==> src/rtl/request_encoder.sv <==
// request_encoder: sequential 4-to-2 encoder feeding a 2-to-4 decoder.
// One-cycle request strobes are queued as pending bits. One index at a time
// is presented as {address1,address0} with enable high until ack.
module request_encoder #(
    parameter bit ROUND_ROBIN = 1'b0,
    parameter int GATE_DELAY  = 50
) (
    input  logic       clk,
    input  logic       reset_n,
    input  logic       in0,
    input  logic       in1,
    input  logic       in2,
    input  logic       in3,
    input  logic       ack,
    output logic       address0,
    output logic       address1,
    output logic       enable,
    output logic       dropped,
    output logic [3:0] pending
);

    typedef enum logic {
        IDLE    = 1'b0,
        PRESENT = 1'b1
    } state_t;

    state_t     state_q, state_d;
    logic [1:0] addr_q, addr_d;
    logic [1:0] last_q, last_d;
    logic [3:0] pending_q, pending_d;
    logic       dropped_q, dropped_d;

    logic [3:0] req;
    logic [3:0] cand;
    logic [3:0] issued;
    logic [1:0] start;
    logic [1:0] sel;

    // The selector is behavioural and registered, so a gate-level delay has
    // nothing to annotate; the parameter is kept so existing overrides still bind.
    logic unused_gate_delay;
    assign unused_gate_delay = (GATE_DELAY != 0);

    // First set bit of c, scanning upward from start with wrap-around.
    function automatic logic [1:0] pick(input logic [3:0] c, input logic [1:0] from);
        logic [1:0] idx;
        logic       found;
        pick  = from;
        found = 1'b0;
        for (int unsigned i = 0; i < 4; i++) begin
            idx = from + 2'(i);
            if (!found && c[idx]) begin
                pick  = idx;
                found = 1'b1;
            end
        end
    endfunction

    assign req   = {in3, in2, in1, in0};
    assign cand  = pending_q | req;
    assign start = ROUND_ROBIN ? 2'(last_q + 2'd1) : 2'd0;
    assign sel   = pick(cand, start);

    // Next-state: load a new index when idle or on ack; queue all other requests.
    always_comb begin
        state_d   = state_q;
        addr_d    = addr_q;
        last_d    = last_q;
        issued    = '0;
        if ((state_q == IDLE) || ack) begin
            if (cand != '0) begin
                issued  = 4'b0001 << sel;
                addr_d  = sel;
                last_d  = sel;
                state_d = PRESENT;
            end else begin
                state_d = IDLE;
            end
        end
        // The issued bit is consumed by the load even when requested this edge.
        pending_d = cand & ~issued;
        dropped_d = |(req & pending_q & ~issued);
    end

    // State and output registers; asynchronous reset clears everything.
    always_ff @(posedge clk or negedge reset_n) begin
        if (!reset_n) begin
            state_q   <= IDLE;
            addr_q    <= '0;
            last_q    <= 2'd3;
            pending_q <= '0;
            dropped_q <= 1'b0;
        end else begin
            state_q   <= state_d;
            addr_q    <= addr_d;
            last_q    <= last_d;
            pending_q <= pending_d;
            dropped_q <= dropped_d;
        end
    end

    assign address0 = addr_q[0];
    assign address1 = addr_q[1];
    assign enable   = (state_q == PRESENT);
    assign dropped  = dropped_q;
    assign pending  = pending_q;

endmodule

==> config.mk <==
export PLATFORM = sky130hd
export DESIGN_NAME = request_encoder
export DESIGN_NICKNAME = d
export VERILOG_FILES = /design/src/rtl/request_encoder.sv
export SDC_FILE = /design/constraint.sdc
export NUM_CORES = 1
export LEC_CHECK = 0
export CORE_AREA = 3 3 40 42
export CTS_CLUSTER_SIZE = 40
export DETAILED_ROUTE_END_ITERATION = 8
export DIE_AREA = 0 0 43 45
export SETUP_SLACK_MARGIN = 0.2
export SYNTH_ARGS = -nofsm -noshare
export SYNTH_HDL_FRONTEND = slang
export SYNTH_SLANG_ARGS = --single-unit
==> constraint.sdc <==
create_clock -name clk -period 1.1 [get_ports clk]
set_input_delay 0.275 -clock clk [delete_from_list [all_inputs] [get_ports clk]]
set_output_delay 0.275 -clock clk [all_outputs]
set_load 0.05 [all_outputs]
==> metrics, run 1 <==
Clock Sinks=8; cts bufs inserted=3; final worst slack=-90.8 ps; Synth cell types=16; die width=around 43 microns; fin cells=80; Synth Flop Type=dfrtp_1; Worst Path Arrival=just over 900 ps; Max-slew headroom=between 70% and 80%; switching share of power=a little under a third; Final Critical Period=1190 ps; Port Buffers=14; post-synth top area share=a little over half; clk_lat worst skew=260 ps; CTS tree=done; crit end category=primary output; VDD IR max=around 0.00073 V; antenna cells=0; most common cell in the netlist=dfrtp_1; Worst path slowest cell=dfrtp_2; DP Cell Count=72; cells after synthesis=38; Reg power frac=39.1%; post-placement cell area=slightly below 700 sq um; Hold Crit Class=in -> async; DR DRC count=0; DR vias=395; Pleak=between 0.3 and 0.4 nW; CTS H-tree depth=1; total power=approximately 0.00086 W; Internal=approximately 0.00059 W; GRT Total Usage=about an eighth; Mean Syn Cell Area=9.88 sq um; global placer's final weighted congestion=0.732; die height=approximately 45 microns; Syn-to-layout area delta=106%; vias per std cell=approximately 5; top cells by area, synth=dfrtp_1 (53%), a21oi_1 (8.0%), nor2_2 (5.0%), nand2_1 (4.0%), nor2_1 (4.0%); Final period util=108%; Clk pwr share=between 20 and 30%; 1st-pass router iterations=2; Ys Warns=0; Setup Viol. Count Final=10; WL/cell=between 10 and 15 microns; Comb power frac=between 30% and 40%; Core Area=0.00128 sq mm; Post-Route WL=967 microns; NetSw=0.000267 W; slowest stage delay, CP=just over 400 ps; die area=0.00194 sq mm; vias in the first global route=418; syn nets=45; CTS clk-pin slew, worst paths=60 ps; max-cap viol count=0; first-pass GRT wire length=around 1700 microns; critical path's top delay family=flip-flops; antenna-violating nets left=0; Row Count=13; Clock Path Buffers=2; pin count of the biggest net entering global routing=9; worst path cell trace=buf_6, buf_12; Final Util=approximately three fifths; outcome=complete, but fails checks; initial drt markers=4; RSZ-0062 raised after global routing=true; Starting Density=between 20% and 30%; Slew Viols, Final=0; #FFs+latches synth=8; Final #Nets=73; final setup skew=around 2.5 ps; critical path class=reg -> out; Final Cell Area=around 770 sq um; layout cell share with drive strength beyond 1=a little over 60%; WP data required=just over 800 ps; worst path bufs/invs=2; worst slack at placement=-306 ps; initial antenna violation count=0; top cells by count, synth=dfrtp_1 (8), a21oi_1 (6), nand2_1 (4), nor2_1 (4), nor2_2 (3); pwr/cell area=1110 mW/mm^2; failing checks=negative setup slack; area leader, netlist=dfrtp_1; final hold vios=0; worst slew pin tran=363 ps; CTS root buffer=clkbuf_4; synthesized area=375 sq um; Seq/Total Area, Yosys=between 50 and 60%; Max Clk Rate=0.840 GHz; Critical Path Start Type=flip-flop; GRT overflow=0; I/O pins=15; ys async rst share=between 90% and 100%; Critical Path Fanout Max=2; number of enable flip-flop cells after synthesis=0
[power by group through the flow]
| stage | clock (W) | combinational (W) | sequential, W |
|---|---|---|---|
| after detailed placement | 0 | 0.000239 | 0.000344 |
| after global placement | 0 | 0.000238 | 0.000345 |
| after CTS | 0.000255 | 0.000266 | 0.000336 |
| after floorplan | 0 | 0.0000469 | 0.000398 |
| after global routing | 0.000270 | 0.000290 | 0.000337 |
| final | 0.000248 | 0.000274 | 0.000336 |
[final cells by class]
cell class                 count  area [sq um]
multi-input combinational     29           214
timing repair buffer          24           308
tap                           15          18.8
clock buffer                   4          26.3
sequential                     8           206
fill                         108           512
[what timing repair did]
item,CTS,global route
pin swaps,11,2
hold buffers,0,0
setup buffers,3,1
endpoints found under the setup margin,16,16
resized for setup,8,4
[state kept, by name, summed over array words and instances, names as in the netlist]
register,cells
dropped,1
enable,1
pending,4
addr_q,2
[layout by cell type, fill, tap and decap left out, types with 2 or more instances in the layout]
cell type	count
buf_12	8
a31oi_1	2
clkdlybuf4s50_1	4
nor2_4	3
buf_6	3
buf_4	7
a21oi_2	3
nor2_1	2
nor2_2	2
clkbuf_4	3
nand2_2	2
dfrtp_1	3
dfrtp_2	5
nand2_1	3
a21oi_1	3
[worst register-to-register path, delay by kind of cell (launching register included)]
family | cells | cell delay [ps]
buffers and inverters | 1 | 140
flip-flops | 1 | 410
AND/OR/NAND/NOR | 4 | 480
[cell families after synthesis]
family,Yosys count,share of synthesized area (%)
simple gates,17,25.3
compound gates,12,18.3
flops,8,53.3
buf+inv,1,3.00
[worst paths after layout]
check	startpoint	slack, ps	cells past startpoint	to
worst max-delay path	pending[0]	-90	2	pending[0]
worst max register to register	pending[0]	-40	5	enable
worst min-delay path	reset_n	290	1	dropped
min in group clk	in0	470	5	enable
max in group asynchronous	reset_n	520	1	pending[1]
worst min register to register	addr_q[0]	600	2	addr_q[0]
[metal layers]
layer  share of wire (%)  up-vias  global-route usage [%]
met3                 6.7        4                    3.98
met5                   0        -                       0
met4                 2.0        0                    7.23
met1                  41      188                    14.2
li1                    -      189                       -
met2                  50       14                    19.5
[metrics by stage]
| stage | setup TNS [ps] | hold WS, ps |
|---|---|---|
| after CTS | -271 | 302 |
| after detailed placement | -1680 | 582 |
| after floorplan | -170 | -20.6 |
| after global placement | -1560 | 584 |
| final | -295 | 295 |
| after global routing | -730 | 314 |
Note: power is estimated with default switching activity, not from simulation.
==> inputs of run 2 (changes only) <==
RECOVER_POWER = 100   (was unset)
==> run 2 against run 1 <==
Compared with the run above:
- the run still ends with negative setup slack left
- fmax hardly changed
- wire length is 0.10% lower
- clock power hardly changed
- first-iteration DRC count stayed put
- clock-buffer cell count stayed put
- die area stayed put
- flip-flop and latch count stayed put
- non-clock buffer count stayed put
- critical path depth stayed put
- power is 0.50% lower
- critical path type unchanged
- highest routed layer unchanged
==> metrics, run 2 (same netlist as run 1, synthesis figures left out) <==
CTS tree=done; Critical Path Start Type=flip-flop; DR DRC count=0 (unchanged); Starting Density=29.2% (unchanged); Reg power frac=39.3% (+0.2 points); layout cell share with drive strength beyond 1=61.5% (unchanged); Max-slew headroom=75.4% (-0.34 points); reg-to-reg startpoint=pending[0]; Clock Sinks=8 (unchanged); Final Critical Period=1190 ps (+0.0109 ps); critical path's top delay family=flip-flops; Global Route met1 Usage=14.2% (unchanged); first-pass GRT wire length=1740 microns (unchanged); die height=45 microns (unchanged); Max Clk Rate=0.840 GHz (about the same); most frequent cells in the layout=buf_12 (8), buf_4 (7), dfrtp_2 (5); critical path class=reg -> out; CTS hold repair buffers=0 (unchanged); Syn-to-layout area delta=104%; Final #Nets=73 (unchanged); pin count of the biggest net entering global routing=9 (unchanged); GRT Total Usage=12.1% (unchanged); NetSw=0.000267 W (-0.19%); clk_lat worst skew=260 ps (about the same); final hold vios=0 (unchanged); pwr/cell area=1110 mW/mm^2 (+0.32%); outcome=complete, but fails checks; GRT overflow=0 (unchanged); Internal=0.000587 W (-0.63%); most common cell after layout, fill and taps aside=buf_12; Row Count=13 (unchanged); worst slew pin tran=368 ps (+5.05 ps); slowest stage delay, CP=410 ps (about the same); worst path bufs/invs=2 (unchanged); Worst path slowest cell=dfrtp_2; Pleak=0.316 nW (-0.47%); Post-Route WL=966 microns (-0.10%); Clk pwr share=29.1% (about the same); Comb power frac=31.6% (-0.3 points); max reg flops=4 (unchanged); total power=0.000854 W (-0.50%); met2 GRT Util=19.5% (unchanged); switching share of power=31.2% (+0.096 points); Critical Path Fanout Max=2 (unchanged); vias per std cell=4.94 (unchanged); CTS clk-pin slew, worst paths=60 ps (about the same); fillers=110 (+1.9%); DR vias=395 (unchanged); initial drt markers=4 (unchanged); initial antenna violation count=0 (unchanged); cts bufs inserted=3 (unchanged); global placer's final weighted congestion=0.732 (unchanged); CP Launch Point=pending[0]; final setup skew=2.51 ps (-0.00777 ps); Worst Path Arrival=920 ps (about the same); Clock Path Buffers=2 (unchanged); Min Hold Slack=365 ps (+70.4 ps); worst slack at placement=-306 ps (unchanged); vias in the first global route=418 (unchanged); antenna-violating nets left=0 (unchanged); Setup Viol. Count Final=9 (-1); Port Buffers=14 (unchanged); WL/cell=12.1 microns (-0.10%); antenna cells=0 (unchanged); VDD IR max=0.000721 V (-1.1%); CTS root buffer=clkbuf_4; Slew Viols, Final=0 (unchanged); Final TNS setup=-235 ps (+60.2 ps); GR Layer Usage met3=3.98% (unchanged); DP Cell Count=72 (unchanged); RSZ-0062 raised after global routing=true; crit end category=primary output; max-cap viol count=0 (unchanged); fin cells=80 (unchanged); die width=43 microns (unchanged); failing checks=negative setup slack; 1st-pass router iterations=2 (unchanged); Core Area=0.00128 sq mm (unchanged); Hold Crit Class=in -> async; CTS H-tree depth=1 (unchanged); worst path cell trace=buf_6, buf_12; Final period util=108% (about the same); die area=0.00194 sq mm (unchanged); final worst slack=-90.9 ps (-0.0109 ps); gr busiest metal=met2; WP data required=820 ps (about the same); I/O pins=15 (unchanged)
==> run 2: through the flow <==
stage                     instance area (sq um)  utilization (%)
after global routing                        767             59.7
after global placement                      674             52.5
after floorplan                             402                -
after CTS                                   753             58.6
final                                       767             59.7
after detailed placement                    674             52.5
==> run 2: metal layers <==
layer	vias up	wire [microns]
met5	-	0
met4	0	19
met3	4	69
met2	14	484
met1	188	392
li1	189	-
==> run 2: worst paths after layout <==
path                               to  slack (ps)  depth (start not counted)
setup reg to reg               enable         -30                          5
min in group clk               enable         470                          5
setup / recovery           pending[0]         -90                          2
hold reg to reg             addr_q[0]         600                          2
max in group asynchronous  pending[1]         450                          1
hold / removal                dropped         360                          1
==> run 2: layout make-up <==
type / instances / area [sq um] / area share (%)
Clock buffer: 4 / 26.3 / 3.43
Multi-Input combinational cell: 29 / 214 / 27.9
Sequential cell: 8 / 206 / 26.9
Tap cell: 15 / 18.8 / 2.45
Timing Repair Buffer: 24 / 302 / 39.3
==> run 2: what timing repair did <==
action	in CTS	in global routing
gates resized for setup	8	4
buffers inserted	3	1
endpoints found under the setup margin	16	16
pin swaps	11	2
==> run 2: power groups by stage <==
stage          registers [W]  logic [W]  clock network (W)
6_report            0.000336   0.000270           0.000248
4_1_cts             0.000336   0.000266           0.000255
3_5_place_dp        0.000344   0.000239                  0
5_1_grt             0.000337   0.000286           0.000270
2_1_floorplan       0.000398  0.0000469                  0
3_3_place_gp        0.000345   0.000238                  0
==> inputs of run 3 (changes only) <==
SLEW_MARGIN = 5   (was unset)
==> results of run 3 <==
No change in the layout: final DEF, timing and power equal those of run 2.
